File: config.mk
export PLATFORM = sky130hd
export DESIGN_NAME = fetch_unit
export DESIGN_NICKNAME = d
export VERILOG_FILES = /design/src/rtl/riscv_pkg.sv /design/src/rtl/fetch_fifo.sv /design/src/rtl/fetch_unit.sv
export SDC_FILE = /design/constraint.sdc
export NUM_CORES = 1
export LEC_CHECK = 0
export CAP_MARGIN = 5
export CORE_AREA = 2 2 168 88
export DETAILED_ROUTE_END_ITERATION = 6
export DIE_AREA = 0 0 170 90
export HOLD_SLACK_MARGIN = 0.03
export PLACE_DENSITY = 0.87
export SLEW_MARGIN = 10
export SYNTH_ARGS = -nofsm -noshare
export SYNTH_HDL_FRONTEND = slang
export SYNTH_HIERARCHICAL = 1
export SYNTH_SLANG_ARGS = --single-unit
File: constraint.sdc
create_clock -name clk -period 9.4 [get_ports clk]
set_input_delay 1.88 -clock clk [delete_from_list [all_inputs] [get_ports clk]]
set_output_delay 1.88 -clock clk [all_outputs]
set_load 0.01 [all_outputs]
File: src/rtl/riscv_pkg.sv
`default_nettype none
// +----------------------------------------------------------------------+
// | riscv_pkg : shared widths, reset PC and the fetch queue entry type     |
// | Revision  : 1.0                                                        |
// +----------------------------------------------------------------------+
package riscv_pkg;

  localparam int          XLEN             = 32;
  localparam int          INST_BYTES       = 4;
  localparam logic [31:0] DEFAULT_RESET_PC = 32'h0000_0000;

  typedef struct packed {
    logic [XLEN-1:0] pc;
    logic [XLEN-1:0] inst;
  } fetch_entry_t;

endpackage
`default_nettype wire

File: src/rtl/fetch_fifo.sv
`default_nettype none
// +----------------------------------------------------------------------+
// | fetch_fifo : registered-output queue of fetch entries with flush       |
// | Revision   : 1.0                                                       |
// +----------------------------------------------------------------------+
module fetch_fifo
  import riscv_pkg::*;
#(
  parameter  int DEPTH = 2,
  localparam int PW    = $clog2(DEPTH),
  localparam int CW    = $clog2(DEPTH) + 1
) (
  input  logic          clk,
  input  logic          rst,
  input  logic          push_i,
  input  logic          pop_i,
  input  logic          flush_i,
  input  fetch_entry_t  data_i,
  output fetch_entry_t  data_o,
  output logic          full_o,
  output logic          empty_o,
  output logic [CW-1:0] count_o
);

  localparam logic [CW-1:0] C_DEPTH = CW'(DEPTH);

  fetch_entry_t  mem_q [DEPTH];
  logic [PW-1:0] wr_ptr_q, wr_ptr_d;
  logic [PW-1:0] rd_ptr_q, rd_ptr_d;
  logic [CW-1:0] count_q, count_d;
  logic          w_do_push;
  logic          w_do_pop;

  assign empty_o   = (count_q == '0);
  assign full_o    = (count_q == C_DEPTH);
  assign count_o   = count_q;
  assign data_o    = mem_q[rd_ptr_q];
  assign w_do_pop  = pop_i && !empty_o;
  assign w_do_push = push_i && (!full_o || w_do_pop);

  // Pointers wrap naturally because DEPTH is a power of two.
  always_comb begin
    wr_ptr_d = wr_ptr_q;
    rd_ptr_d = rd_ptr_q;
    count_d  = count_q;
    if (flush_i) begin
      wr_ptr_d = '0;
      rd_ptr_d = '0;
      count_d  = '0;
    end else begin
      if (w_do_push) wr_ptr_d = wr_ptr_q + PW'(1);
      if (w_do_pop)  rd_ptr_d = rd_ptr_q + PW'(1);
      count_d = count_q + CW'(w_do_push) - CW'(w_do_pop);
    end
  end

  always_ff @(posedge clk or posedge rst) begin
    if (rst) begin
      wr_ptr_q <= '0;
      rd_ptr_q <= '0;
      count_q  <= '0;
    end else begin
      wr_ptr_q <= wr_ptr_d;
      rd_ptr_q <= rd_ptr_d;
      count_q  <= count_d;
    end
  end

  always_ff @(posedge clk) begin
    if (w_do_push && !flush_i) mem_q[wr_ptr_q] <= data_i;
  end

endmodule
`default_nettype wire

File: src/rtl/fetch_unit.sv
`default_nettype none
// +----------------------------------------------------------------------+
// | fetch_unit : PC owner, IMEM address driver and decode-facing queue     |
// | Revision   : 1.0                                                       |
// +----------------------------------------------------------------------+
module fetch_unit
  import riscv_pkg::*;
#(
  parameter logic [31:0] RESET_PC   = DEFAULT_RESET_PC,
  parameter int          IMEM_WORDS = 256,
  parameter int          FIFO_DEPTH = 2
) (
  input  logic        clk,
  input  logic        rst,
  output logic [31:0] inst_addr,
  input  logic [31:0] instruction,
  input  logic        redirect_valid,
  input  logic [31:0] redirect_pc,
  output logic        out_valid,
  input  logic        out_ready,
  output logic [31:0] out_pc,
  output logic [31:0] out_inst,
  output logic        fetch_err
);

  localparam int          CW           = $clog2(FIFO_DEPTH) + 1;
  localparam logic [31:0] C_IMEM_WORDS = 32'(IMEM_WORDS);

  logic [31:0]   pc_q, pc_d;
  logic          err_q, err_d;
  logic          w_halted;
  logic          w_push;
  logic          w_pop;
  logic          w_full;
  logic          w_empty;
  logic [CW-1:0] w_count;
  fetch_entry_t  w_wr_entry;
  fetch_entry_t  w_head;

  assign w_halted   = ({2'b00, pc_q[31:2]} >= C_IMEM_WORDS);
  assign out_valid  = (w_count != '0);
  assign w_pop      = out_valid && out_ready;
  assign w_push     = !redirect_valid && !w_halted && (!w_full || w_pop);
  assign w_wr_entry = '{pc: pc_q, inst: instruction};

  assign inst_addr  = pc_q;
  assign fetch_err  = err_q;
  assign out_pc     = w_empty ? '0 : w_head.pc;
  assign out_inst   = w_empty ? '0 : w_head.inst;

  // A redirect always loads the word-aligned target, even when misaligned.
  always_comb begin
    pc_d  = pc_q;
    err_d = err_q;
    if (w_halted) err_d = 1'b1;
    if (redirect_valid) begin
      pc_d = {redirect_pc[31:2], 2'b00};
      if (redirect_pc[1:0] != 2'b00) err_d = 1'b1;
    end else if (w_push) begin
      pc_d = pc_q + 32'(INST_BYTES);
    end
  end

  always_ff @(posedge clk or posedge rst) begin
    if (rst) begin
      pc_q  <= RESET_PC;
      err_q <= 1'b0;
    end else begin
      pc_q  <= pc_d;
      err_q <= err_d;
    end
  end

  fetch_fifo #(
    .DEPTH (FIFO_DEPTH)
  ) u_fifo (
    .clk     (clk),
    .rst     (rst),
    .push_i  (w_push),
    .pop_i   (w_pop),
    .flush_i (redirect_valid),
    .data_i  (w_wr_entry),
    .data_o  (w_head),
    .full_o  (w_full),
    .empty_o (w_empty),
    .count_o (w_count)
  );

endmodule
`default_nettype wire

# Yosys cells after proc, flatten, opt, wreduce, memory -nomap -nowiden
# Memory sizes are Yosys's and may differ from the RTL's.
# Index checks and enable logic that the tools add are counted.
totals:
  reg_bits: 37
  latch_bits: 0
  ramBits: 128
  rom_bits: 0
  in_bits: 68
  out_inout_bits: 98
  elab_cells: 45
  n_memories: 1
classes:
  add_sub_neg: 5
  multipliers: 0
  n_div: 0
  magnitude_cmp: 1
  eq_ne: 1
  shift: 0
  muxes: 14
  n_bitwise: 0
  n_reduce_logical: 18
memory_table:
  columns: ["name", "words", "word_bits", "rd", "rd_clocked_by_memory_dff", "write_ports", "line_no", "rtl"]
  rows:
  - ["u_fifo.mem_q", 2, 64, 1, 0, 1, "fetch_fifo.sv:27", "fetch_entry_t mem_q [DEPTH];"]
op_table:
  columns: ["operator", "count"]
  rows:
  - ["$mux 32", 4]
  - ["$add 32x3->32 const B", 1]
  - ["$ge 30x9->1 const B", 1]
  - ["$reduce_bool 2->1", 5]
  - ["$mux 1", 9]
  - ["$logic_and 1x1->1", 6]
  - ["$logic_not 1->1", 4]
  - ["$add 1x1->1 const B", 2]
  - ["$add 2x1->2", 1]
  - ["$eq 2x2->1 const B", 1]
  - ["$logic_not 2->1", 1]
  - ["$logic_or 1x1->1", 2]
  - ["$mux 2", 1]
  - ["$sub 2x1->2", 1]

# Logic depth before layout (Yosys ltp)
depth:
  word_depth: 8
  depth_mapped: 11
  mapped_depth_nobuf: 11

# Modules after synthesis
# The synthesis kept the hierarchy.
by_module_without_submodules:
  columns: ["module", "n_inst", "cells_each", "area_each_um2", "seq_area_each_um2"]
  rows:
  - ["fetch_fifo", 1, 229, 4887.2, 3943.8]
  - ["fetch_unit", 1, 193, 1886.8, 775.7]

# Worst setup path after synthesis
# Ideal clock, no wire load.
synth_timing:
  kind: "input to register"
  start: "in out_ready"
  end: "mem u_fifo/mem_q[1][0] (netlist name), enable pin"
  setup_time_ps: 579
  t_arrival_ps: 7749
  required_ps: 8821
  setup_slack_ps: 1072
  path_stages: 6
  n_path_buf: 0
  path_cell_list: "o21ai_0 > a2111oi_2 > nand2_2 > nor2_1 > o21ai_2 > nor3b_1"
synth_via:
  elab_chain_len: 7
  elab_cells_between_ends: 9
  cone_classes: "mux (2); reduce/logical (7)"
synth_rtl:
  columns: ["item", "line_no", "rtl"]
  rows:
  - ["from (decl)", "fetch_unit.sv:20", "input logic out_ready,"]
  - ["$logic_and 1x1->1", "fetch_unit.sv:42", "assign w_pop = out_valid && out_ready;"]
  - ["$logic_or 1x1->1", "fetch_unit.sv:43", "assign w_push = !redirect_valid && !w_halted && (!w_full || w_pop);"]
  - ["$logic_and 1x1->1", "fetch_unit.sv:43", null]
  - ["named net w_push", "fetch_unit.sv:32", "logic w_push;"]
  - ["$logic_and 1x1->1", "fetch_fifo.sv:39", "assign w_do_push = push_i && (!full_o || w_do_pop);"]
  - ["$logic_and 1x1->1", "fetch_fifo.sv:70", "if (w_do_push && !flush_i) mem_q[wr_ptr_q] <= data_i;"]
  - ["$mux 1", "fetch_fifo.sv:70", null]
  - ["$mux 1 (not written as such)", "fetch_fifo.sv:70", null]
  - ["to (decl)", "fetch_fifo.sv:27", null]
# The timed path passes the listed nets, and every way through them passes these cells.

==> results.md <==
- **total number of placement rows** 31
- **global placer's final weighted congestion** 0.779
- **fraction of final layout cells sized beyond drive strength 1** 14.4%
- **Port Buf Inserts** 163
- **largest incremental delay on the critical path** 0.79 ns
- **Post-Route Setup TNS** 0 ns
- **antenna violations before repair** 0
- **clock tree from TritonCTS** built
- **crit start category** flip-flop
- **final critical-path share of the clock period** 50.6%
- **CP Capture Type** output port
- **final routed wire length divided by cell count** 18.8 um
- **post-detailed-placement half-perimeter wirelength** 9680 um
- **slowest stage cell, crit path** sky130_fd_sc_hd__dfrtp_2
- **power per cell area** 174 nW/um^2
- **first-pass GRT wire length** 22,700 um
- **GR met1 Demand/Resource** 27.5%
- **total area of multi-input combinational cells** 1960 um^2
- **aggregate global-route resource usage** 19.9%
- **Initial DRC Count** 310
- **clock-pin slew on the worst setup and hold paths** 0.06 ns
- **Layout area overhead** 35.7%
- **Post-CTS Hold Buffers** 0
- **vias in the first global route** 4,157
- **vias per inst** 5.14
- **worst slack on hold paths** 0.484 ns
- **number of buffers added by the clock tree synthesis step** 17
- **worst-path maximum fanout** 37
- **Top delay family on crit path** buffers and inverters
- **remaining max-slew budget at the tightest pin** 32.0%
- **Max H-tree Level** 4
- **largest net degree at the start of global routing** 65
- **Async S/R FF share, synth** 21.5%
- **dominant synthesized flop cell** sky130_fd_sc_hd__edfxtp_1
- **area of the die** 15,300 um^2
- **mapped cell area** 6770 um^2
- **vias post-DR** 4,046
- **routed wire length** 14,800 um
- **Yosys warning count** 6
- **Longest Clk Path Bufs** 2
- **gate count after technology mapping** 422
- **latest clock arrival within the worst-skew pair** 0.41 ns
- **fin. max-slew vios** 0
- **Max Freq** 210 MHz
- **Critical Setup Path Class** flip-flop to output port
- **data arrival at the endpoint of the critical path** 2.88 ns
- **DRC violation count after routing** 0
- **starting utilization of the core area** 48.5%
- **leakage power summed over all cells** 3.16 nW
- **number of nets with antenna violations after detailed routing** 0
- **final critical path time including I/O delays and setup** 4.76 ns
- **outcome** complete, no violations
- **DRT Pass-1 Iters** 4
- **net total in the final layout** 664
- **number of enable-type register cells in the synthesized netlist** 128
- **Global Route met2 Usage** 31.0%
- **number of top-level pins** 166
- **buffer and inverter count on the worst path** 2
- **required arrival time at the worst endpoint** 7.52 ns
- **maximum vdd drop** 109 uV
- **Maximum Capacitance Violations** 0
- **worst setup skew after layout** 0.0119 ns
- **average cell area after synthesis** 16.1 um^2
- **total power of the final layout** 1.60 mW
- **final setup fails** 0
- **Final Hold Viols** 0
- **count of instances resized after the clock tree is built** 0
- **number of distinct library cells after synthesis** 37
- **number of storage elements in the synthesis netlist** 163
- **met3 Usage GRT** 6.03%
- **slew of the pin with the lowest slew margin** 1.02 ns
- **Seq/Total Area, Yosys** 69.7%
- **CTS root buffer** sky130_fd_sc_hd__clkbuf_16
- **CORE AREA** 14,000 um^2
- **sink count of the clock tree** 163
- **die extent in x** 170 um
- **area of all sequential standard cells** 4720 um^2
- **final core utilization** 65.9%
- **Top Usage Layer GRT** met2
- **RSZ-0062 raised after global routing** false
- **post-CTS setup buffers** 0
- **vertical die dimension** 90 um
- **number of antenna repair diodes** 0
- **Min-Delay Path Class** flip-flop to flip-flop
- **cells along the critical path** buf_4, mux2_2, nor2b_1, clkdlybuf4s50_1
- **fill count** 962
- **total overflow reported by the global router** 0
- **reg-to-reg slack, setup** 5.93 ns
## cells in the mapped netlist, types with 4 or more instances
cell type | count | area [um^2]
sky130_fd_sc_hd__nor4_1 | 4 | 25.0
sky130_fd_sc_hd__edfxtp_1 | 128 | 3840
sky130_fd_sc_hd__nand3_1 | 7 | 35.0
sky130_fd_sc_hd__nand2b_1 | 4 | 25.0
sky130_fd_sc_hd__nor2b_1 | 68 | 425
sky130_fd_sc_hd__o21ai_0 | 6 | 30.0
sky130_fd_sc_hd__xor2_1 | 7 | 61.3
sky130_fd_sc_hd__clkbuf_1 | 9 | 33.8
sky130_fd_sc_hd__mux2_2 | 36 | 405
sky130_fd_sc_hd__o21ai_1 | 5 | 25.0
sky130_fd_sc_hd__dfrtp_1 | 35 | 876
sky130_fd_sc_hd__mux2_1 | 52 | 586
sky130_fd_sc_hd__buf_4 | 7 | 52.6
sky130_fd_sc_hd__nand2_1 | 9 | 33.8
sky130_fd_sc_hd__nor2_1 | 9 | 33.8
sky130_fd_sc_hd__inv_1 | 6 | 22.5
## kinds of logic after synthesis
logic type | Yosys count | synth area share, %
muxes | 89 | 14.9
buffers and inverters | 27 | 1.94
and+or+nand+nor | 115 | 10.1
DFF | 163 | 69.7
adders and majority gates | 3 | 0.554
other | 1 | 0.0554
xor gates and xnor gates | 8 | 1.03
AOI/OAI and AO/OA | 16 | 1.83
## report_power, final
part / internal [mW] / leakage (nW) / switching (mW)
clock: 0.411 / 0.293 / 0.282
sequential: 0.795 / 1.57 / 0.0224
combinational: 0.0582 / 1.30 / 0.0340
## per-stage QoR
| step | worst slack, ns | instances | area [um^2] |
|---|---|---|---|
| CTS | 4.61 | 787 | 9200 |
| detailed placement | 4.35 | 755 | 8590 |
| global route | 4.49 | 787 | 9200 |
| finish | 4.64 | 787 | 9200 |
| floorplan | 1.07 | 427 | 6790 |
| global placement | 4.52 | 755 | 8590 |
## state kept, by name (all words and copies together), names as in the netlist
register	cells
u_fifo/wr_ptr_q	1
u_fifo/count_o	2
u_fifo/mem_q	128
u_fifo/rd_ptr_q	1
inst_addr	30
fetch_err	1
## placed cells by master (no fill, tap or decap), types with 2 or more instances in the layout
cell,synthesis,layout
sky130_fd_sc_hd__nor2b_1,68,68
sky130_fd_sc_hd__clkdlybuf4s50_1,0,162
sky130_fd_sc_hd__clkinv_2,0,2
sky130_fd_sc_hd__inv_6,0,3
sky130_fd_sc_hd__o21ai_1,5,5
sky130_fd_sc_hd__mux2_1,52,52
sky130_fd_sc_hd__bufinv_16,0,2
sky130_fd_sc_hd__dfrtp_1,35,34
sky130_fd_sc_hd__conb_1,1,6
sky130_fd_sc_hd__nand2b_1,4,4
sky130_fd_sc_hd__nand2_1,9,9
sky130_fd_sc_hd__buf_4,7,5
sky130_fd_sc_hd__xor2_1,7,7
sky130_fd_sc_hd__o21ai_0,6,6
sky130_fd_sc_hd__nor3_1,3,2
sky130_fd_sc_hd__nand4_1,2,2
sky130_fd_sc_hd__clkinv_4,0,5
sky130_fd_sc_hd__inv_1,6,6
sky130_fd_sc_hd__nand3_1,7,7
sky130_fd_sc_hd__mux2_2,36,36
sky130_fd_sc_hd__nand2_2,2,2
sky130_fd_sc_hd__clkbuf_16,0,18
sky130_fd_sc_hd__edfxtp_1,128,128
sky130_fd_sc_hd__nor2_1,9,8
sky130_fd_sc_hd__ha_1,3,3
sky130_fd_sc_hd__nor4_1,4,4
## metal layers
layer / share of wire [%] / wire [um]
met1: 45 / 6640
met2: 47 / 6880
met3: 8.0 / 1180
met4: 0.50 / 74
met5: 0 / 0
## layout make-up
| class | count | share of cell area (%) |
|---|---|---|
| sequential | 163 | 51.3 |
| multi-input combinational | 237 | 21.3 |
| timing repair buffer | 168 | 18.1 |
| clock buffer | 19 | 4.94 |
| tap | 181 | 2.46 |
| clock inverter | 13 | 1.61 |
| inverter | 6 | 0.245 |
## path summary, 6_finish.rpt
path / from / to / depth (start not counted)
setup / recovery: u_fifo/rd_ptr_q / out_pc[13] / 4
hold / removal: fetch_err / fetch_err / 1
setup reg to reg: inst_addr[19] / u_fifo/mem_q[1][33] / 7
hold reg to reg: fetch_err / fetch_err / 1
max in group asynchronous: rst / inst_addr[5] / 3
min in group asynchronous: rst / u_fifo/wr_ptr_q / 2
(Power assumes the default switching activity.)
